File: src/rtl/pipeline_stall_ctrl.sv
// Pipeline interlock: load-use stall, taken-branch flush, and multdiv freeze with timeout.
// State | meaning:  IDLE | normal issue   BUSY | multdiv running, F/D/X frozen   DONE | multdiv released
module pipeline_stall_ctrl #(
  parameter int MD_TIMEOUT = 40,
  parameter int TO_W       = 6,
  parameter int CNT_W      = 16
) (
  input  logic             clock,
  input  logic             reset,
  input  logic [31:0]      inFD,
  input  logic [31:0]      inDX,
  input  logic             branchTaken,
  input  logic             md_ready,
  output logic             stallPC,
  output logic             stallFD,
  output logic             stallDX,
  output logic             bubbleDX,
  output logic             bubbleXM,
  output logic             flushFD,
  output logic             ctrl_MULT,
  output logic             ctrl_DIV,
  output logic             mdBusy,
  output logic             mdTimeout,
  output logic [CNT_W-1:0] stallCount
);

  typedef enum logic [1:0] {IDLE, BUSY, DONE} stateT;

  localparam logic [4:0] OP_ALU  = 5'b00000;
  localparam logic [4:0] OP_J    = 5'b00001;
  localparam logic [4:0] OP_BNE  = 5'b00010;
  localparam logic [4:0] OP_JAL  = 5'b00011;
  localparam logic [4:0] OP_JR   = 5'b00100;
  localparam logic [4:0] OP_BLT  = 5'b00110;
  localparam logic [4:0] OP_SW   = 5'b00111;
  localparam logic [4:0] OP_LW   = 5'b01000;
  localparam logic [4:0] OP_SETX = 5'b10101;
  localparam logic [4:0] OP_BEX  = 5'b10110;
  localparam logic [4:0] ALU_SLL = 5'b00100;
  localparam logic [4:0] ALU_SRA = 5'b00101;
  localparam logic [4:0] ALU_MUL = 5'b00110;
  localparam logic [4:0] ALU_DIV = 5'b00111;

  stateT            state, nextState;
  logic [TO_W-1:0]  toCnt, toCntNext;

  logic [4:0] fdOp, fdRd, fdRs, fdRt, fdAluOp;
  logic [4:0] dxOp, dxRd, dxAluOp;
  logic       useRs, useRt, useRd, useR30;
  logic       loadUse, isMul, isDiv;
  logic       unusedBits;

  logic rStallPC, rStallFD, rStallDX, rBubbleDX, rBubbleXM, rFlushFD;
  logic rMult, rDiv, rTimeout;

  assign fdOp    = inFD[31:27];
  assign fdRd    = inFD[26:22];
  assign fdRs    = inFD[21:17];
  assign fdRt    = inFD[16:12];
  assign fdAluOp = inFD[6:2];
  assign dxOp    = inDX[31:27];
  assign dxRd    = inDX[26:22];
  assign dxAluOp = inDX[6:2];
  assign unusedBits = ^{inFD[11:7], inFD[1:0], inDX[21:7], inDX[1:0]};

  assign useRs  = !(fdOp == OP_J || fdOp == OP_JAL || fdOp == OP_SETX || fdOp == OP_BEX);
  assign useRt  = (fdOp == OP_ALU) && (fdAluOp != ALU_SLL) && (fdAluOp != ALU_SRA);
  assign useRd  = (fdOp == OP_SW) || (fdOp == OP_BNE) || (fdOp == OP_JR) || (fdOp == OP_BLT);
  assign useR30 = (fdOp == OP_BEX);

  assign loadUse = (dxOp == OP_LW) && (dxRd != 5'd0) &&
                   ((useRs && fdRs == dxRd) || (useRt && fdRt == dxRd) ||
                    (useRd && fdRd == dxRd) || (useR30 && dxRd == 5'd30));
  assign isMul = (dxOp == OP_ALU) && (dxAluOp == ALU_MUL);
  assign isDiv = (dxOp == OP_ALU) && (dxAluOp == ALU_DIV);

  always_ff @(posedge clock or posedge reset) begin
    if (reset) begin
      state <= IDLE;
      toCnt <= '0;
    end else begin
      state <= nextState;
      toCnt <= toCntNext;
    end
  end

  always_comb begin
    nextState = state;
    toCntNext = toCnt;
    rStallPC  = 1'b0;
    rStallFD  = 1'b0;
    rStallDX  = 1'b0;
    rBubbleDX = 1'b0;
    rBubbleXM = 1'b0;
    rFlushFD  = 1'b0;
    rMult     = 1'b0;
    rDiv      = 1'b0;
    rTimeout  = 1'b0;
    case (state)
      IDLE: begin
        if (branchTaken) begin
          rFlushFD  = 1'b1;
          rBubbleDX = 1'b1;
        end else if (isMul || isDiv) begin
          rMult     = isMul;
          rDiv      = isDiv;
          rStallPC  = 1'b1;
          rStallFD  = 1'b1;
          rStallDX  = 1'b1;
          rBubbleXM = 1'b1;
          toCntNext = '0;
          nextState = BUSY;
        end else if (loadUse) begin
          rStallPC  = 1'b1;
          rStallFD  = 1'b1;
          rBubbleDX = 1'b1;
        end
      end
      BUSY: begin
        rStallPC  = 1'b1;
        rStallFD  = 1'b1;
        rStallDX  = 1'b1;
        rBubbleXM = 1'b1;
        if (md_ready) begin
          nextState = DONE;
        end else if (toCnt == TO_W'(MD_TIMEOUT - 1)) begin
          rTimeout  = 1'b1;
          nextState = DONE;
        end else begin
          toCntNext = toCnt + 1'b1;
        end
      end
      DONE: begin
        // The mul/div still sits in DX this cycle, so a start here would relaunch it.
        nextState = IDLE;
        if (branchTaken) begin
          rFlushFD  = 1'b1;
          rBubbleDX = 1'b1;
        end else if (loadUse) begin
          rStallPC  = 1'b1;
          rStallFD  = 1'b1;
          rBubbleDX = 1'b1;
        end
      end
      default: nextState = IDLE;
    endcase
  end

  // Outputs forced low while reset is held, even though IDLE decode is combinational.
  assign stallPC   = rStallPC  & ~reset;
  assign stallFD   = rStallFD  & ~reset;
  assign stallDX   = rStallDX  & ~reset;
  assign bubbleDX  = rBubbleDX & ~reset;
  assign bubbleXM  = rBubbleXM & ~reset;
  assign flushFD   = rFlushFD  & ~reset;
  assign ctrl_MULT = rMult     & ~reset;
  assign ctrl_DIV  = rDiv      & ~reset;
  assign mdTimeout = rTimeout  & ~reset;
  assign mdBusy    = (state == BUSY) & ~reset;

  always_ff @(posedge clock or posedge reset) begin
    if (reset) begin
      stallCount <= '0;
    end else if (stallPC && (stallCount != {CNT_W{1'b1}})) begin
      stallCount <= stallCount + 1'b1;
    end
  end

endmodule

File: config.mk
export PLATFORM = sky130hd
export DESIGN_NAME = pipeline_stall_ctrl
export DESIGN_NICKNAME = d
export VERILOG_FILES = /design/src/rtl/pipeline_stall_ctrl.sv
export SDC_FILE = /design/constraint.sdc
export NUM_CORES = 1
export LEC_CHECK = 0
export ABC_AREA = 1
export BUFFER_PORTS_ARGS = -buffer_cell sky130_fd_sc_hd__buf_2
export CORE_MARGIN = 4
export CORE_UTILIZATION = 47
export DETAILED_ROUTE_END_ITERATION = 6
export GPL_TIMING_DRIVEN = 1
export HOLD_SLACK_MARGIN = 0.03
export PLACE_DENSITY = 0.89
export SETUP_SLACK_MARGIN = 0.15
export SYNTH_ARGS = -nofsm -noshare
export SYNTH_HDL_FRONTEND = slang
export SYNTH_SLANG_ARGS = --single-unit
export TNS_END_PERCENT = 100
File: constraint.sdc
create_clock -name clock -period 2.5 [get_ports clock]
set_input_delay 0.25 -clock clock [delete_from_list [all_inputs] [get_ports clock]]
set_output_delay 0.25 -clock clock [all_outputs]
set_load 0.005 [all_outputs]
==> impl_metrics.csv, run 1 <==
group,metric,value,unit
cts,cts_repair_resized_insts,0,
floorplanning,initial_standard_cell_utilization_of_the_core,0.486,
sta,fin_worst_hold_slack,0.0943,ns
yosys,synth_cell_type_count,27,
final_layout,design.final.nets,426,
cts,cts-root-to-sink-buffers,2,
grt,groute.layer.met1.usage,0.225,
detailed_routing,viasPerCell,5.06,
critical_path,worst-setup-path-type,"register to register",
yosys,yosys-top-cells-count,"sky130_fd_sc_hd__nand2_1, sky130_fd_sc_hd__inv_1, sky130_fd_sc_hd__nor2_1",
placement,place_worst_setup_slack,0.436,ns
yosys,synth.net_count,357,
critical_path,crit_path_cell_chain,"ha_1 -> nand3_1 -> nor4_4 -> nand4_4 -> nand2_4 -> nand2_1 -> nand2_1",
detailed_routing,drt_first_pass_iters,4,
min_path,min_path_type,"input pin to async pin",
cts,cts_tree,"yes",
power_and_ir_drop,peakVddDrop,0.281,mV
sta,finClkSkew,0.00169,ns
detailed_routing,num_vias,2049,
floorplanning,die_h,72.1,um
sta,final.period_utilization,0.857,
floorplanning,core_region_area,0.00397,mm^2
cts,cts_hold_repair.buffers,0,
placement,routabilityCongestion,0.820,
floorplanning,rows,23,
flow_run,max_cap_violations,0,
yosys,asyncSetResetFlopFracSynth,1.00,
critical_path,crit_path_most_repeated_cell,"sky130_fd_sc_hd__nand2_1",
critical_path,worstReg2RegEnd,"stallCount[9]$_DFFE_PP0P_",
grt,grt_first_pass_wirelength,8.00,mm
detailed_routing,post_drt_antenna_nets,0,
critical_path,timing.critical_path.required,2.71,ns
detailed_routing,drt_iter0_markers,89,
yosys,syn_avg_cell_area,6.72,um^2
grt,grt_antenna_before_repair,0,
grt,vias_in_the_first_global_route,1883,
floorplanning,top_level_ports,94,
yosys,synth_area_leaders,"sky130_fd_sc_hd__dfrtp_1, sky130_fd_sc_hd__nand2_1, sky130_fd_sc_hd__inv_1",
critical_path,reg2regPathDepth,7,
floorplanning,die_area,0.00519,mm^2
cts,cts_setup_buffers,0,
placement,detailed_place_hpwl,3.80,mm
final_layout,post_route_cells_drive_above_1_share,0.239,
grt,globalRouteTotalUtil,0.188,
critical_path,cp-end-kind,"register",
cts,numCtsBuffers,3,
sta,setup_viol,0,
cts,ctsHtreeMaxLevel,1,
final_layout,area_growth,23.1,%
final_layout,num_antenna_cells,0,
critical_path,max_stage_delay,0.44,ns
critical_path,worst_path_dominant_cell_family,"simple AND/OR/NAND/NOR gates",
placement,numPortBuffers,68,
critical_path,slowest_stage,"sky130_fd_sc_hd__dfrtp_1",
detailed_routing,drt-total-wl,4.90,mm
cts,clk_pin_slew,0.08,ns
critical_path,r2r_setup_slk,0.36,ns
yosys,synth.yosys.warnings,0,
sta,achievable-frequency,467,MHz
yosys,synth-edff-count,0,
grt,grt_start_max_net_pins,26,
yosys,synth.largest_area_cell,"sky130_fd_sc_hd__dfrtp_1",
final_layout,final.fill_count,357,
sta,maxSlewHeadroom,0.625,
sta,slew_violations,0,
power_and_ir_drop,p_leak,1.37,nW
detailed_routing,routed_wire_length_per_instance,12.1,um
grt,groute.layer.met2.usage,0.343,
final_layout,regArea,601,um^2
yosys,synth_sequential_area_ratio,0.311,
final_layout,multi_input_comb_area,0.00114,mm^2
sta,period_minus_slack,2.14,ns
sta,setup_tns,0,ns
grt,grt.busiest_layer,"met2",
critical_path,timing.critical_path.arrival,2.35,ns
yosys,netlist.area_leader.share,0.311,
cts,clock_latency,0.27,ns
sta,final_critical_path_setup_slack,0.358,ns
power_and_ir_drop,power-per-cell-area,360,mW/mm^2
yosys,ys_ff_latch,24,
yosys,synthCells,287,
floorplanning,dieWidth,72.1,um
critical_path,startpoint_type,"register",
grt,grt_overflow_total,0,
yosys,synthMostInstantiatedCell,"sky130_fd_sc_hd__nand2_1",
critical_path,critPathMaxFanout,17,
cts,ctsRootBufferMaster,"sky130_fd_sc_hd__clkbuf_8",
grt,global_route.usage.met3,0.0319,
critical_path,buffer_and_inverter_count_on_the_worst_path,0,
sta,grt_setup_unrepaired,"false",
critical_path,timing.rr.start,"stallCount[0]$_DFFE_PP0P_",
status,run_status,"finished clean",
yosys,synthFlopType,"sky130_fd_sc_hd__dfrtp_1",
sta,worst_pin_slew,0.557,ns
yosys,synthesized_area,0.00193,mm^2
detailed_routing,drcViolationCount,0,
sta,final-hold-violation-count,0,
cts,tritoncts_num_sinks,24,
-- how the worst max path moves through the flow --
stage	from	to	slack (ns)	depth (start not counted)
finish	stallCount[0]$_DFFE_PP0P_	stallCount[9]$_DFFE_PP0P_	0.36	7
global route	stallCount[0]$_DFFE_PP0P_	stallCount[9]$_DFFE_PP0P_	0.27	7
CTS	stallCount[0]$_DFFE_PP0P_	stallCount[9]$_DFFE_PP0P_	0.39	7
detailed placement	stallCount[0]$_DFFE_PP0P_	stallCount[5]$_DFFE_PP0P_	0.44	7
global placement	stallCount[0]$_DFFE_PP0P_	stallCount[5]$_DFFE_PP0P_	0.47	7
floorplan	reset	stallPC	0.65	7
-- worst register-to-register path: stages (launching register included) --
cell and delay [ns]:
sky130_fd_sc_hd__dfrtp_1 0.44, sky130_fd_sc_hd__ha_1 0.28, sky130_fd_sc_hd__nand3_1 0.23, sky130_fd_sc_hd__nor4_4 0.37, sky130_fd_sc_hd__nand4_4 0.31, sky130_fd_sc_hd__nand2_4 0.29, sky130_fd_sc_hd__nand2_1 0.09, sky130_fd_sc_hd__nand2_1 0.07
-- area by class of cell --
type | count | share of cell area
repair buffers | 69 | 0.147
inverters | 39 | 0.0617
clock buffers | 3 | 0.0174
clock inverters | 1 | 0.0127
well taps | 50 | 0.0264
multi-input cells | 219 | 0.482
flip-flops and latches | 24 | 0.253
-- sequential cells by signal, summed over array words and instances (netlist names) --
name,cells
state,2
toCnt,6
stallCount,16
-- where the power goes --
part | internal (mW) | switching, mW | total (mW)
sequential | 0.393 | 0.00447 | 0.397
clock | 0.214 | 0.121 | 0.335
combinational | 0.0532 | 0.0693 | 0.122
total | 0.660 | 0.195 | 0.855
-- cells in the final DEF (no fill, tap or decap), drive strengths merged --
master	instances
nor3b	2
dfrtp	24
buf	69
xnor2	10
nor3	7
xor2	12
o21ai	5
clkbuf	3
a21oi	5
bufinv	1
o31ai	2
inv	39
ha	2
nor4	8
nand3	29
nor2	34
nand2	91
nand3b	2
nand4	10
-- kinds of logic (layout without fill, tap and decap cells) --
group	count (synthesis)	in the layout	synth area share
and+or+nand+nor	183	183	0.445
buffers and inverters	44	112	0.0947
adders and majority gates	2	2	0.0130
xor gates and xnor gates	22	22	0.0999
DFF	24	24	0.311
AOI/OAI and AO/OA	12	12	0.0357
-- metal layers --
metal	wire length [um]	vias up
met4	76	0
met2	2510	66
met3	311	9
met5	0	-
met1	2000	917
li1	-	1057
-- per-stage QoR --
step / utilization / total power, mW / instances / instance area, um^2
2_1_floorplan: - / 0.465 / 287 / 1930
3_3_place_gp: 0.580 / 0.523 / 401 / 2300
3_5_place_dp: 0.580 / 0.528 / 401 / 2300
4_1_cts: 0.598 / 0.864 / 405 / 2370
5_1_grt: 0.598 / 0.896 / 405 / 2370
6_report: 0.598 / 0.855 / 405 / 2370
Note: power is estimated with default switching activity, not from simulation.
==> run 2: changes to the inputs <==
- RECOVER_POWER: unset -> 50
==> impl_metrics.csv, run 2 (synthesized netlist as in run 1, its figures left out) <==
group,metric,value,unit
cts,clk_pin_slew,0.08,ns
power_and_ir_drop,pwr-share-comb,0.143,
detailed_routing,route.top_layer_used,"met4",
critical_path,timing.critical_path.required,2.71,ns
cts,ctsHtreeMaxLevel,1,
critical_path,crit_path_most_repeated_cell,"sky130_fd_sc_hd__nand2_1",
critical_path,max_stage_delay,0.44,ns
floorplanning,die_area,0.00519,mm^2
detailed_routing,routed_wire_length_per_instance,12.0,um
cts,cts_hold_repair.buffers,0,
power_and_ir_drop,switching_power,195,uW
sta,final-hold-violation-count,0,
sta,grt_setup_unrepaired,"false",
final_layout,flip_flop_count_of_the_largest_register_all_copies_and_words_added,16,
power_and_ir_drop,switching_share,0.228,
detailed_routing,post_drt_antenna_nets,0,
final_layout,most_common_library_cell_in_the_layout_ignoring_fill_and_taps,"sky130_fd_sc_hd__nand2_1",
sta,final.period_utilization,0.849,
detailed_routing,drcViolationCount,0,
final_layout,num_antenna_cells,0,
sta,worst_pin_slew,0.510,ns
detailed_routing,wirelength_met1,1.99,mm
detailed_routing,routed_length_on_met2,2.50,mm
flow_run,max_cap_violations,0,
grt,grt_overflow_total,0,
floorplanning,top_level_ports,94,
floorplanning,die_h,72.1,um
power_and_ir_drop,clock_power_share,0.392,
final_layout,registers.top_by_ff_count,"stallCount",
floorplanning,rows,23,
grt,grt_start_max_net_pins,26,
sta,setup_tns,0,ns
power_and_ir_drop,peakVddDrop,0.281,mV
sta,period_minus_slack,2.12,ns
critical_path,cp-end-kind,"register",
critical_path,slowest_stage,"sky130_fd_sc_hd__dfrtp_1",
critical_path,buffer_and_inverter_count_on_the_worst_path,0,
power_and_ir_drop,power-per-cell-area,361,mW/mm^2
final_layout,top_regs,"stallCount: 16 flops, toCnt: 6 flops, state: 2 flops",
grt,globalRouteTotalUtil,0.188,
sta,achievable-frequency,471,MHz
grt,grt_first_pass_wirelength,8.00,mm
cts,cts-root-to-sink-buffers,2,
detailed_routing,drt_iter0_markers,90,
cts,cts_repair_resized_insts,0,
detailed_routing,viasPerCell,5.06,
sta,finClkSkew,0.00217,ns
grt,vias_in_the_first_global_route,1883,
floorplanning,core_region_area,0.00397,mm^2
placement,routabilityCongestion,0.820,
cts,tritoncts_num_sinks,24,
power_and_ir_drop,p_leak,1.33,nW
final_layout,layout.cells.most_common_list,"sky130_fd_sc_hd__nand2_1, sky130_fd_sc_hd__buf_2, sky130_fd_sc_hd__inv_1",
critical_path,worst_path_dominant_cell_family,"simple AND/OR/NAND/NOR gates",
detailed_routing,drt-total-wl,4.86,mm
critical_path,critPathMaxFanout,17,
floorplanning,initial_standard_cell_utilization_of_the_core,0.486,
cts,ctsRootBufferMaster,"sky130_fd_sc_hd__clkbuf_8",
grt,grt_antenna_before_repair,0,
placement,numPortBuffers,68,
cts,cts_tree,"yes",
final_layout,area_growth,22.5,%
min_path,min_path_type,"input pin to async pin",
power_and_ir_drop,internal_power,659,uW
placement,place_worst_setup_slack,0.436,ns
sta,slew_violations,0,
cts,numCtsBuffers,3,
final_layout,design.final.nets,426,
sta,setup_viol,0,
critical_path,worst-setup-path-type,"register to register",
placement,detailed_place_hpwl,3.80,mm
floorplanning,dieWidth,72.1,um
cts,cts_setup_buffers,0,
detailed_routing,met3RoutedLength,298,um
detailed_routing,num_vias,2048,
cts,clock_latency,0.27,ns
critical_path,crit_path_cell_chain,"ha_1 -> nand3_1 -> nor4_4 -> nand4_4 -> nand2_4 -> nand2_1 -> nand2_1",
sta,final_critical_path_setup_slack,0.378,ns
status,run_status,"finished clean",
detailed_routing,drt_first_pass_iters,4,
critical_path,timing.critical_path.arrival,2.33,ns
critical_path,startpoint_type,"register",
power_and_ir_drop,seqPwrFrac,0.465,
sta,maxSlewHeadroom,0.657,
final_layout,post_route_cells_drive_above_1_share,0.214,
==> run 2: cell types whose count changed in the layout (fill, tap and decap cells not counted), sizes merged <==
| cell | change |
|---|---|
| buf | -9 |
| clkbuf | +9 |
==> run 2: cell type report <==
cell class / count / area (um^2)
Clock buffer: 3 / 41.3
Clock inverter: 1 / 30.0
Fill cell: 360 / 1610
Inverter: 39 / 146
Multi-Input combinational cell: 219 / 1140
Sequential cell: 24 / 601
Tap cell: 50 / 62.6
Timing Repair Buffer: 69 / 337
==> run 2: worst register-to-register path: cells and delay by family (launching register included) <==
family / cells / cell delay, ns
AND/OR/NAND/NOR: 6 / 1.36
adder cells (fa/ha/maj): 1 / 0.28
flip-flops: 1 / 0.44
==> run 2: path summary, 6_finish.rpt <==
| kind | depth (start not counted) | slack (ns) | to | from |
|---|---|---|---|---|
| max reg2reg | 7 | 0.38 | stallCount[9]$_DFFE_PP0P_ | stallCount[0]$_DFFE_PP0P_ |
| max in group asynchronous | 3 | 2.13 | stallCount[12]$_DFFE_PP0P_ | reset |
| min in group clock | 3 | 0.28 | state[1]$_DFFE_PP0P_ | md_ready |
| max | 7 | 0.38 | stallCount[9]$_DFFE_PP0P_ | stallCount[0]$_DFFE_PP0P_ |
| min reg2reg | 2 | 0.52 | toCnt[5]$_DFFE_PP0P_ | toCnt[5]$_DFFE_PP0P_ |
| min | 3 | 0.13 | state[1]$_DFFE_PP0P_ | reset |
==> run 2: routing by layer <==
layer | vias up | global-route usage
li1 | 1057 | -
met2 | 58 | 0.343
met4 | 0 | 0.0543
met5 | - | 0
met3 | 9 | 0.0319
met1 | 924 | 0.225
==> run 2: power by group through the flow <==
stage / registers (mW) / logic [mW] / clock network (mW)
finish: 0.397 / 0.122 / 0.335
global route: 0.397 / 0.140 / 0.358
CTS: 0.397 / 0.124 / 0.344
detailed placement: 0.405 / 0.123 / 0
global placement: 0.405 / 0.118 / 0
floorplan: 0.404 / 0.0610 / 0
==> run 2: metrics by stage <==
stage | hold slack (ns) | instance area, um^2 | util | power, mW | instances
floorplan | 0.282 | 1930 | - | 0.465 | 287
global placement | 0.387 | 2300 | 0.580 | 0.523 | 401
detailed placement | 0.395 | 2300 | 0.580 | 0.528 | 401
CTS | 0.101 | 2370 | 0.598 | 0.864 | 405
global route | 0.204 | 2360 | 0.595 | 0.895 | 405
finish | 0.134 | 2360 | 0.595 | 0.854 | 405
